## config.mk

```make
export PLATFORM = sky130hd
export DESIGN_NAME = rr_arbiter_8_flat
export DESIGN_NICKNAME = d
export VERILOG_FILES = /design/src/rtl/rr_arbiter_8_pkg.sv /design/src/rtl/rr_arbiter_8_if.sv /design/src/rtl/rr_arbiter_8_decoder.sv /design/src/rtl/rr_arbiter_8.sv /design/src/flat_wrapper.sv
export SDC_FILE = /design/constraint.sdc
export NUM_CORES = 1
export LEC_CHECK = 0
export ABC_AREA = 1
export ABC_CLOCK_PERIOD_IN_PS = 2100
export BUFFER_PORTS_ARGS = -buffer_cell sky130_fd_sc_hd__buf_2
export CAP_MARGIN = 20
export CORE_ASPECT_RATIO = 2
export CORE_UTILIZATION = 30
export CTS_CLUSTER_DIAMETER = 80
export CTS_CLUSTER_SIZE = 28
export DETAILED_ROUTE_END_ITERATION = 8
export PLACE_DENSITY = 0.49
export SETUP_SLACK_MARGIN = 0.15
export SKIP_CTS_REPAIR_TIMING = 1
export SLEW_MARGIN = 20
export SYNTH_ARGS = -nofsm -noshare
export SYNTH_HDL_FRONTEND = slang
export SYNTH_SLANG_ARGS = --single-unit
```

## constraint.sdc

```tcl
create_clock -name clk -period 2.1 [get_ports clk]
set_input_delay 0.21 -clock clk [delete_from_list [all_inputs] [get_ports clk]]
set_output_delay 0.21 -clock clk [all_outputs]
set_load 0.05 [all_outputs]
```

## src/rtl/rr_arbiter_8_pkg.sv

```systemverilog
// ============================================================================
// Module   : rr_arbiter_8_pkg
// Brief    : Shared types and constants for the 8-way round-robin arbiter.
// Revision : 1.0 - initial release
// ============================================================================
`default_nettype none

package rr_arbiter_8_pkg;

  localparam int c_NUM_REQ = 8;
  localparam int c_IDX_W   = 3;

  typedef enum logic [0:0] {
    IDLE  = 1'b0,
    GRANT = 1'b1
  } state_t;

  // Requester index after idx, wrapping 7 -> 0 through the 3-bit width.
  function automatic logic [c_IDX_W-1:0] next_idx(input logic [c_IDX_W-1:0] idx);
    return idx + 1'b1;
  endfunction

endpackage

`default_nettype wire

```

## src/rtl/rr_arbiter_8_if.sv

```systemverilog
// ============================================================================
// Module   : rr_arbiter_8_if
// Brief    : Request/grant bundle between requesters and the arbiter.
// Revision : 1.0 - initial release
// ============================================================================
`default_nettype none

interface rr_arbiter_8_if;
  import rr_arbiter_8_pkg::*;

  logic [c_NUM_REQ-1:0] req;
  logic                 done;
  logic [c_NUM_REQ-1:0] gnt;
  logic [c_IDX_W-1:0]   gnt_id;
  logic                 gnt_valid;
  logic                 timeout;

  modport master (
    output req, done,
    input  gnt, gnt_id, gnt_valid, timeout
  );

  modport slave (
    input  req, done,
    output gnt, gnt_id, gnt_valid, timeout
  );

endinterface

`default_nettype wire

```

## src/rtl/rr_arbiter_8_decoder.sv

```systemverilog
// ============================================================================
// Module   : decoder_3_to_8
// Brief    : Enabled 3-to-8 one-hot decoder; all-zero when disabled.
// Revision : 1.0 - initial release
// ============================================================================
`default_nettype none

module decoder_3_to_8 (
  input  logic       enable,
  input  logic [2:0] in,
  output logic [7:0] out
);

  always_comb begin
    out = 8'h00;
    if (enable) out[in] = 1'b1;
  end

endmodule

`default_nettype wire

```

## src/rtl/rr_arbiter_8.sv

```systemverilog
// ============================================================================
// Module   : rr_arbiter_8
// Brief    : 8-requester round-robin arbiter with IDLE/GRANT FSM. Defining
//            ARB_TIMEOUT_EN bounds each grant to HOLD_MAX cycles.
// Revision : 1.0 - initial release
// ============================================================================
`default_nettype none

module rr_arbiter_8
  import rr_arbiter_8_pkg::*;
#(
  parameter int HOLD_MAX = 15
) (
  input  logic           clk,
  input  logic           rst_n,
  rr_arbiter_8_if.slave  bus
);

  state_t             r_state;
  state_t             w_state_nxt;
  logic [c_IDX_W-1:0] r_ptr;
  logic [c_IDX_W-1:0] w_ptr_nxt;
  logic [c_IDX_W-1:0] r_gnt_id;
  logic [c_IDX_W-1:0] w_gnt_id_nxt;
  logic [c_IDX_W-1:0] w_pick;
  logic [c_IDX_W-1:0] w_idx;
  logic               w_found;
  logic               w_release;
  logic               w_hold_hit;
  logic               w_timeout_nxt;
  logic               w_gnt_valid;

  // First requester at or after ptr, wrapping modulo 8.
  always_comb begin
    w_pick  = r_ptr;
    w_found = 1'b0;
    w_idx   = r_ptr;
    for (int i = 0; i < c_NUM_REQ; i++) begin
      w_idx = r_ptr + c_IDX_W'(i);
      if (!w_found && bus.req[w_idx]) begin
        w_pick  = w_idx;
        w_found = 1'b1;
      end
    end
  end

  assign w_release = bus.done || !bus.req[r_gnt_id];

  always_comb begin
    w_state_nxt   = r_state;
    w_ptr_nxt     = r_ptr;
    w_gnt_id_nxt  = r_gnt_id;
    w_timeout_nxt = 1'b0;
    case (r_state)
      IDLE: begin
        if (w_found) begin
          w_state_nxt  = GRANT;
          w_gnt_id_nxt = w_pick;
        end
      end
      GRANT: begin
        // A genuine release takes priority so a coincident limit never pulses timeout.
        if (w_release || w_hold_hit) begin
          w_state_nxt   = IDLE;
          w_ptr_nxt     = next_idx(r_gnt_id);
          w_timeout_nxt = !w_release;
        end
      end
      default: w_state_nxt = IDLE;
    endcase
  end

  always_ff @(posedge clk or negedge rst_n) begin
    if (!rst_n) begin
      r_state  <= IDLE;
      r_ptr    <= '0;
      r_gnt_id <= '0;
    end else begin
      r_state  <= w_state_nxt;
      r_ptr    <= w_ptr_nxt;
      r_gnt_id <= w_gnt_id_nxt;
    end
  end

`ifdef ARB_TIMEOUT_EN
  logic [7:0] r_tenure;
  logic       r_timeout;

  always_ff @(posedge clk or negedge rst_n) begin
    if (!rst_n) begin
      r_tenure  <= 8'd0;
      r_timeout <= 1'b0;
    end else begin
      r_timeout <= w_timeout_nxt;
      if (r_state == GRANT && w_state_nxt == GRANT) r_tenure <= r_tenure + 8'd1;
      else                                          r_tenure <= 8'd0;
    end
  end

  // Tenure counts completed GRANT cycles, so the limit edge is the HOLD_MAX-th one.
  assign w_hold_hit  = (r_state == GRANT) && (r_tenure == 8'(HOLD_MAX - 1));
  assign bus.timeout = r_timeout;
`else
  logic [8:0] w_unused_cfg;

  assign w_unused_cfg = {w_timeout_nxt, 8'(HOLD_MAX)};
  assign w_hold_hit   = 1'b0;
  assign bus.timeout  = 1'b0;
`endif

  assign w_gnt_valid   = (r_state == GRANT);
  assign bus.gnt_valid = w_gnt_valid;
  assign bus.gnt_id    = r_gnt_id;

  decoder_3_to_8 u_decoder (
    .enable (w_gnt_valid),
    .in     (r_gnt_id),
    .out    (bus.gnt)
  );

endmodule

`default_nettype wire

```

## src/flat_wrapper.sv

```systemverilog
// flat-port wrapper written by rule: the top's interface ports become plain ports
module rr_arbiter_8_flat import rr_arbiter_8_pkg::*;
#(
  parameter int HOLD_MAX = 15
)
  (clk, rst_n, bus_req, bus_done, bus_gnt, bus_gnt_id, bus_gnt_valid, bus_timeout);
  rr_arbiter_8_if bus_i ();
  input  logic clk;
  input  logic rst_n;
  input wire logic [$bits(bus_i.req)-1:0] bus_req;
  input wire logic [$bits(bus_i.done)-1:0] bus_done;
  output wire logic [$bits(bus_i.gnt)-1:0] bus_gnt;
  output wire logic [$bits(bus_i.gnt_id)-1:0] bus_gnt_id;
  output wire logic [$bits(bus_i.gnt_valid)-1:0] bus_gnt_valid;
  output wire logic [$bits(bus_i.timeout)-1:0] bus_timeout;
  assign bus_i.req = bus_req;
  assign bus_i.done = bus_done;
  assign bus_gnt = bus_i.gnt;
  assign bus_gnt_id = bus_i.gnt_id;
  assign bus_gnt_valid = bus_i.gnt_valid;
  assign bus_timeout = bus_i.timeout;
  rr_arbiter_8 #(.HOLD_MAX(HOLD_MAX)) u_core (.clk(clk), .rst_n(rst_n), .bus(bus_i));
endmodule
```

After elaboration in Yosys (flattened, before gate mapping)
Cells that the tools add are included.
{"block": "word_totals", "elab_cells": 80, "input_bits": 11, "ff_bits": 7}
{"block": "op_classes", "n_reduce_logical": 19, "n_lt_le_gt_ge": 10, "bitwise": 1, "mux": 39, "n_addsub": 8}
{"op": "< comparator 3 x 4 -> 1 bit, second input constant", "n": 9}
{"op": "binary-select mux 1 bit (select 3 bit)", "n": 9}
{"op": "two-way mux 3 bit", "n": 7}
{"op": "two-way mux 1 bit", "n": 20}
{"op": "adder 3 bit, second input constant", "n": 4}
{"op": "logical AND 1 bit", "n": 8}
{"op": "logical NOT 1 bit", "n": 8}
{"op": "two-way mux 8 bit", "n": 1}
{"op": "adder 3 x 1 -> 3 bit, second input constant", "n": 2}
{"op": "adder 3 x 2 -> 3 bit, second input constant", "n": 2}
{"op": "AND reduction 2 bit", "n": 2}
{"op": "demux 1 bit (select 3 bit)", "n": 1}
{"op": "greater-or-equal comparator 3 x 1 -> 1 bit, second input constant", "n": 1}
{"op": "one-hot mux 1 bit (2 select lines)", "n": 1}
{"op": "logical OR 1 bit", "n": 1}
{"op": "NOT 1 bit", "n": 1}

Logic depth before layout (Yosys ltp)
Gate-level depths: netlist of run 1.
{"block": "depth", "word_depth": 26, "depth_mapped": 18, "mapped_depth_nobuf": 18}

Modules after synthesis
Synthesis of run 1 repeated with hierarchy kept, for this count alone.
{"block": "unflattened", "hier_cells": 216, "hier_area_um2": 1247.4}
{"module": "rr_arbiter_8", "instances": 1, "area_per_inst_um2": 1183.6, "seq_area_each_um2": 175.2, "cells_per_inst": 199}
{"module": "decoder_3_to_8", "instances": 1, "area_per_inst_um2": 63.8, "seq_area_each_um2": 0.0, "cells_per_inst": 17}

Worst setup path after synthesis of run 1
No wires, ideal clock.
{"block": "synth_path", "path_kind": "register to register", "from": "register u_core.r_ptr[1]", "to": "register u_core.r_gnt_id[1], in the netlist u_core.bus.gnt_id[1]", "arrival_time_ps": 2035, "synth_period_minus_slack_ps": 2153, "path_slack_ps": -53, "stages_incl_launch_ff": 16, "path_buffers": 1, "path_cell_list": "dfrtp_1 -> buf_4 -> inv_2 -> ha_1 -> inv_1 -> nand3_1 -> nand3_2 -> nand2_4 -> nor2_4 -> nand4_4 -> nor2_4 -> nand3_2 -> nand2_2 -> nor2_1 -> nand2_1 -> nand2_1"}
{"block": "synth_between", "elab_chain_cells": 25, "elab_cells_between_ends": 53}
{"element": "start, declared", "line": "rr_arbiter_8.sv:21", "source": "logic [c_IDX_W-1:0] r_ptr;"}
{"element": "start signal, assigned", "line": "rr_arbiter_8.sv:80", "source": "r_ptr <= w_ptr_nxt;"}
{"element": "parallel branches: the longest is 25 deep, another holds adder 3 x 1 -> 3 bit"}
{"element": "end signal, assigned", "line": "rr_arbiter_8.sv:81", "source": "r_gnt_id <= w_gnt_id_nxt;"}
{"element": "end, declared", "line": "rr_arbiter_8.sv:23", "source": "logic [c_IDX_W-1:0] r_gnt_id;"}
Parallel ways; which one is timed is not known. The select of a mux whose other input is x is not followed.
A chain may end at the register's enable or synchronous reset.

Worst setup path in the final report of run 1
{"block": "layout_path", "from": "register u_core.r_ptr[0]", "to": "register u_core.r_gnt_id[2], in the netlist u_core.bus.gnt_id[2]"}
The elaborated chain is that of the path after synthesis.

==> results.json, run 1 <==
{
  "initial_core_util": 0.313,
  "crit_start": "u_core.r_ptr[0]",
  "fmax_mhz": 489,
  "final_nets": 274,
  "cp_top_family": "simple AND/OR/NAND/NOR gates",
  "drv_cap": 0,
  "fp.dieH_um": 94.4,
  "fillers": 443,
  "syn2layout_area_growth_pct": 35.3,
  "root_buffer": "clkbuf_8",
  "hp-class": "input port to asynchronous set/reset pin",
  "grt_pass1_wl_um": 7070,
  "syn_avg_cell_area_um2": 5.88,
  "drt_first_pass_iters": 6,
  "dp_hpwl_um": 3740,
  "critPathCaptureType": "flip-flop",
  "die_area_mm2": 0.00455,
  "yosys_warnings": 0,
  "grt.total_usage": 0.223,
  "ctsHtreeMaxLevel": 1,
  "n_antenna_cell": 0,
  "synth-seq-area-share": 0.137,
  "antenna_left": 0,
  "syn-num-nets": 232,
  "cp_slowest_cell": "dfrtp_2",
  "critPathRequiredTime_ns": 2.21,
  "status": "finished, final reports clean",
  "path_common_cell": "nand2_1",
  "cts_buffers": 3,
  "fin_setup_tns_ns": 0,
  "critical_path_buf_inv_count": 2,
  "dpl_cell_area_mm2": 0.00153,
  "finalClockSkew_ns": 0.00107,
  "min_period_ns": 2.04,
  "clk_pin_slew_worst_paths_ns": 0.04,
  "stdcell_area_mm2": 0.00173,
  "final.period_utilization": 0.973,
  "worst-endpoint-arrival_ns": 2.16,
  "place_congestion": 0.868,
  "finalMaxSlewViolations": 0,
  "drtIter0Drc": 20,
  "synthDistinctLibCells": 29,
  "rsz0062_at_grt": "true",
  "crit_path_start_kind": "flip-flop",
  "critical_path_class": "flip-flop to flip-flop",
  "crit_chain": "inv_4 > ha_4 > nand3_2 > nand3_2 > nand2_4 > nor2_4 > nand4_4 > buf_4 > nor2_2 > a21oi_1 > nand2_1 > nand2_1 > nand2_1 > nand2_1",
  "clk_latency_ns": 0.22,
  "drt-vias-per-instance": 4.80,
  "cts_buffer_depth": 2,
  "post_drt_wl_per_cell_um": 14.0,
  "reg2reg_to": "u_core.bus.gnt_id[2]",
  "cts_tree": "built",
  "hold_violations": 0,
  "regToRegSetupSlack_ns": 0.06,
  "r2r-start": "u_core.r_ptr[0]",
  "floorplan.rows": 33,
  "worstPathMaxFanout": 6,
  "synthCells": 218,
  "drive_gt1_frac": 0.375,
  "cp-endpoint": "u_core.bus.gnt_id[2]",
  "drc": 0,
  "grt.overflow.total": 0,
  "grt_max_degree": 9,
  "cts_num_sinks": 7,
  "syn_area_mm2": 0.00128,
  "die-width_um": 48.2,
  "pin_count": 24,
  "antenna_found_initial": 0,
  "core_area_mm2": 0.00409,
  "vias": 1492,
  "critical-path-max-stage-delay_ns": 0.44,
  "rr_worst_depth": 14,
  "path_depth": 14,
  "grt_pass1_vias": 1514,
  "io_buffer_count": 22,
  "wl_um": 4360,
  "synth_seq_cells": 7,
  "setup_viol": 0
}
-- per-stage QoR --
stage	instances	worst slack, ns	hold WS [ns]	util
global placement	300	0.00996	0.0636	0.374
finish	311	0.0568	0.352	0.424
CTS	304	0.0253	-0.178	0.385
detailed placement	300	0.0315	0.0606	0.374
floorplan	218	0.110	-0.0856	-
global route	311	-0.0786	0.361	0.424
-- kinds of logic (layout without fill, tap and decap cells) --
logic type | Yosys count | count (layout) | share of synthesized area
fa+ha+maj | 3 | 3 | 0.0293
simple gates | 161 | 161 | 0.622
compound gates | 12 | 12 | 0.0586
buf+inv | 30 | 71 | 0.111
other cells | 1 | 1 | 0.00293
flops | 7 | 7 | 0.137
xor+xnor | 4 | 4 | 0.0391
-- layer usage --
layer | track usage | wire (um) | vias up
met4 | 0.125 | 234 | 0
met1 | 0.205 | 1480 | 667
met3 | 0.0153 | 64 | 13
li1 | - | - | 780
met2 | 0.424 | 2580 | 32
met5 | 0 | 0 | -
-- final cells by class --
cell class                 instances  area [um^2]  area share
inverter                          24          103      0.0592
clock buffer                       4         45.0      0.0260
timing repair buffer              43          270       0.156
sequential                         7          179       0.103
multi-input combinational        181         1070       0.618
tap                               52         65.1      0.0375
-- cells in the mapped netlist, drive strengths merged --
| library cell | n | area share |
|---|---|---|
| o21bai | 1 | 0.0088 |
| nand4 | 5 | 0.036 |
| a21oi | 3 | 0.012 |
| xnor2 | 2 | 0.014 |
| o21ai | 4 | 0.016 |
| nor2 | 23 | 0.087 |
| ha | 3 | 0.029 |
| a31oi | 2 | 0.0098 |
| conb | 1 | 0.0029 |
| xor2 | 2 | 0.025 |
| a221oi | 1 | 0.0068 |
| nand3 | 41 | 0.19 |
| nand3b | 1 | 0.0059 |
| buf | 6 | 0.039 |
| inv | 24 | 0.072 |
| nand2 | 91 | 0.30 |
| o211ai | 1 | 0.0059 |
| dfrtp | 7 | 0.14 |
-- how the worst min path moves through the flow --
| stage | from | end | slack, ns | cells past startpoint |
|---|---|---|---|---|
| CTS | rst_n | u_core.bus.gnt_id[2] | -0.18 | 1 |
| global route | rst_n | u_core.r_ptr[2] | 0.36 | 2 |
| detailed placement | rst_n | u_core.bus.gnt_id[2] | 0.06 | 1 |
| global placement | rst_n | u_core.bus.gnt_id[2] | 0.06 | 1 |
| finish | rst_n | u_core.bus.gnt_id[1] | 0.35 | 2 |
| floorplan | rst_n | u_core.bus.gnt_id[0] | -0.09 | 0 |
-- cells in the final DEF (no fill, tap or decap) --
master	Yosys	layout
ha_1	3	1
inv_6	0	1
ha_4	0	2
xor2_2	2	2
xnor2_1	2	2
dlygate4sd3_1	0	1
nand2_2	11	14
buf_4	3	20
dfrtp_1	7	4
o21ai_0	4	4
nand4_4	1	1
a31oi_1	2	2
buf_2	1	22
o21bai_4	0	1
nand2_1	78	73
nand2_4	2	4
nand3b_1	1	1
inv_1	18	17
nor2_2	1	3
o211ai_1	1	1
nor2_4	3	3
nand3_4	1	4
a221oi_1	1	1
nor2_1	19	17
inv_2	5	3
nand3_1	34	29
nand4_1	4	4
clkbuf_1	0	1
dfrtp_2	0	3
nand3_2	6	8
inv_4	1	3
a21oi_1	3	3
conb_1	1	1
clkbuf_8	0	3
-- registers in the layout (all words and copies together) (netlist names) --
| signal | count |
|---|---|
| u_core.bus.gnt_valid | 1 |
| u_core.r_ptr | 3 |
| u_core.bus.gnt_id | 3 |
Power of run 1 is not shown: default switching activity piles up to over one toggle a cycle in this logic, so the estimate is an artifact.
==> inputs of run 2 (changes only) <==
--- a/config.mk
+++ b/config.mk
@@ -7,14 +7,14 @@
 export LEC_CHECK = 0
 export ABC_AREA = 1
 export ABC_CLOCK_PERIOD_IN_PS = 2100
-export BUFFER_PORTS_ARGS = -buffer_cell sky130_fd_sc_hd__buf_2
 export CAP_MARGIN = 20
 export CORE_ASPECT_RATIO = 2
 export CORE_UTILIZATION = 30
 export CTS_CLUSTER_DIAMETER = 80
 export CTS_CLUSTER_SIZE = 28
 export DETAILED_ROUTE_END_ITERATION = 8
-export PLACE_DENSITY = 0.49
+export DONT_BUFFER_PORTS = 1
+export PLACE_DENSITY = 0.55
 export SETUP_SLACK_MARGIN = 0.15
 export SKIP_CTS_REPAIR_TIMING = 1
 export SLEW_MARGIN = 20
==> run 2 against run 1 <==
Clock skew about the same. Sequential share of layout area about the same. First-iteration DRC count increased by 5.0%. Critical endpoint is now u_core.bus.gnt_id[1]. Highest routed layer unchanged.
==> results.json, run 2 (synthesized netlist as in run 1, its figures left out) <==
{
  "layout_setup_ws_ns": 0.0807,
  "cts_buffer_depth": 2,
  "worstHoldPathCells": 2,
  "antenna_found_initial": 0,
  "grt_pass1_wl_um": 6600,
  "rsz0062_at_grt": "true",
  "die-width_um": 48.2,
  "drive_gt1_frac": 0.352,
  "utilization": 0.419,
  "crit_path_start_kind": "flip-flop",
  "wl_um": 4370,
  "hold_end": "u_core.bus.gnt_valid",
  "finalMaxSlewViolations": 0,
  "final.period_utilization": 0.962,
  "grt_pass1_vias": 1497,
  "ctsHtreeMaxLevel": 1,
  "clk_latency_ns": 0.23,
  "min_period_ns": 2.02,
  "die_area_mm2": 0.00455,
  "final_cell_mix": "nand2_1, nand3_1, buf_4",
  "r2r-start": "u_core.r_ptr[0]",
  "grt_max_degree": 10,
  "reg2reg_to": "u_core.bus.gnt_id[1]",
  "drc": 0,
  "syn2layout_area_growth_pct": 33.8,
  "regToRegSetupSlack_ns": 0.08,
  "worstPathMaxFanout": 6,
  "worst-endpoint-arrival_ns": 2.14,
  "clk_pin_slew_worst_paths_ns": 0.04,
  "critPathRequiredTime_ns": 2.22,
  "antenna_left": 0,
  "status": "finished, final reports clean",
  "grt.overflow.total": 0,
  "drtIter0Drc": 21,
  "core_area_mm2": 0.00409,
  "hp-class": "input port to flip-flop",
  "cts_tree": "built",
  "post-place-ws_ns": 0.0426,
  "cts_num_sinks": 7,
  "drt_first_pass_iters": 4,
  "grt.total_usage": 0.211,
  "cts_buffers": 3,
  "fp.dieH_um": 94.4,
  "vias": 1465,
  "fmax_mhz": 495,
  "root_buffer": "clkbuf_8",
  "worstHoldStart": "bus_done",
  "dp_hpwl_um": 3630,
  "initial_core_util": 0.313,
  "rr_worst_depth": 14,
  "drt-vias-per-instance": 4.95,
  "place_congestion": 0.858,
  "n_antenna_cell": 0,
  "hold_slack_ns": 0.277,
  "finalClockSkew_ns": 0.000723,
  "setup_viol": 0,
  "fillers": 435,
  "post_drt_wl_per_cell_um": 14.8,
  "stdcell_area_mm2": 0.00171,
  "pin_count": 24,
  "critPathCaptureType": "flip-flop",
  "drv_cap": 0,
  "io_buffer_count": 0,
  "floorplan.rows": 33,
  "hold_violations": 0,
  "final_nets": 259,
  "dpl_cell_area_mm2": 0.00149,
  "layout_commonest_cell": "nand2_1",
  "critical_path_class": "flip-flop to flip-flop"
}
## run 2: metrics by stage
stage	setup TNS, ns	instances
floorplan	0	218
global placement	0	287
detailed placement	0	287
CTS	0	291
global route	-0.138	296
finish	0	296
## run 2: worst max path at each step
stage	slack (ns)	depth (start not counted)	startpoint	end
3_3_place_gp	0.07	15	u_core.r_ptr[0]	u_core.bus.gnt_id[1]
4_1_cts	0.03	15	u_core.r_ptr[0]	u_core.bus.gnt_id[1]
5_1_grt	-0.06	13	u_core.r_ptr[1]	u_core.bus.gnt_id[1]
6_report	0.08	14	u_core.r_ptr[0]	u_core.bus.gnt_id[1]
2_1_floorplan	0.11	5	u_core.bus.gnt_id[2]	bus_gnt[4]
3_5_place_dp	0.04	15	u_core.r_ptr[0]	u_core.bus.gnt_id[1]
## run 2: layer usage
layer / GRT usage / vias up / share of wire
li1: - / 745 / -
met1: 0.164 / 670 / 0.31
met2: 0.431 / 38 / 0.63
met3: 0.0191 / 12 / 0.025
met4: 0.109 / 0 / 0.038
met5: 0 / - / 0
## run 2: critical path: stages, from the launching register on
cell,delay [ns]
dfrtp_2,0.44
inv_2,0.09
ha_4,0.24
inv_6,0.09
nand3_4,0.09
nand3_2,0.09
nand2_4,0.07
nor2_4,0.14
nand4_4,0.10
nor2_4,0.17
nand3_2,0.12
nand2_4,0.11
nor2_1,0.05
nand2_1,0.06
nand2_1,0.05
## run 2: area by class of cell
class / count / area, um^2 / area share
Inverter: 24 / 105 / 0.0613
Timing Repair Buffer: 28 / 213 / 0.124
Sequential cell: 7 / 178 / 0.104
Clock buffer: 4 / 45.0 / 0.0263
Multi-Input combinational cell: 181 / 1110 / 0.647
Tap cell: 52 / 65.1 / 0.0380
Power of run 2 is left out for the same reason.
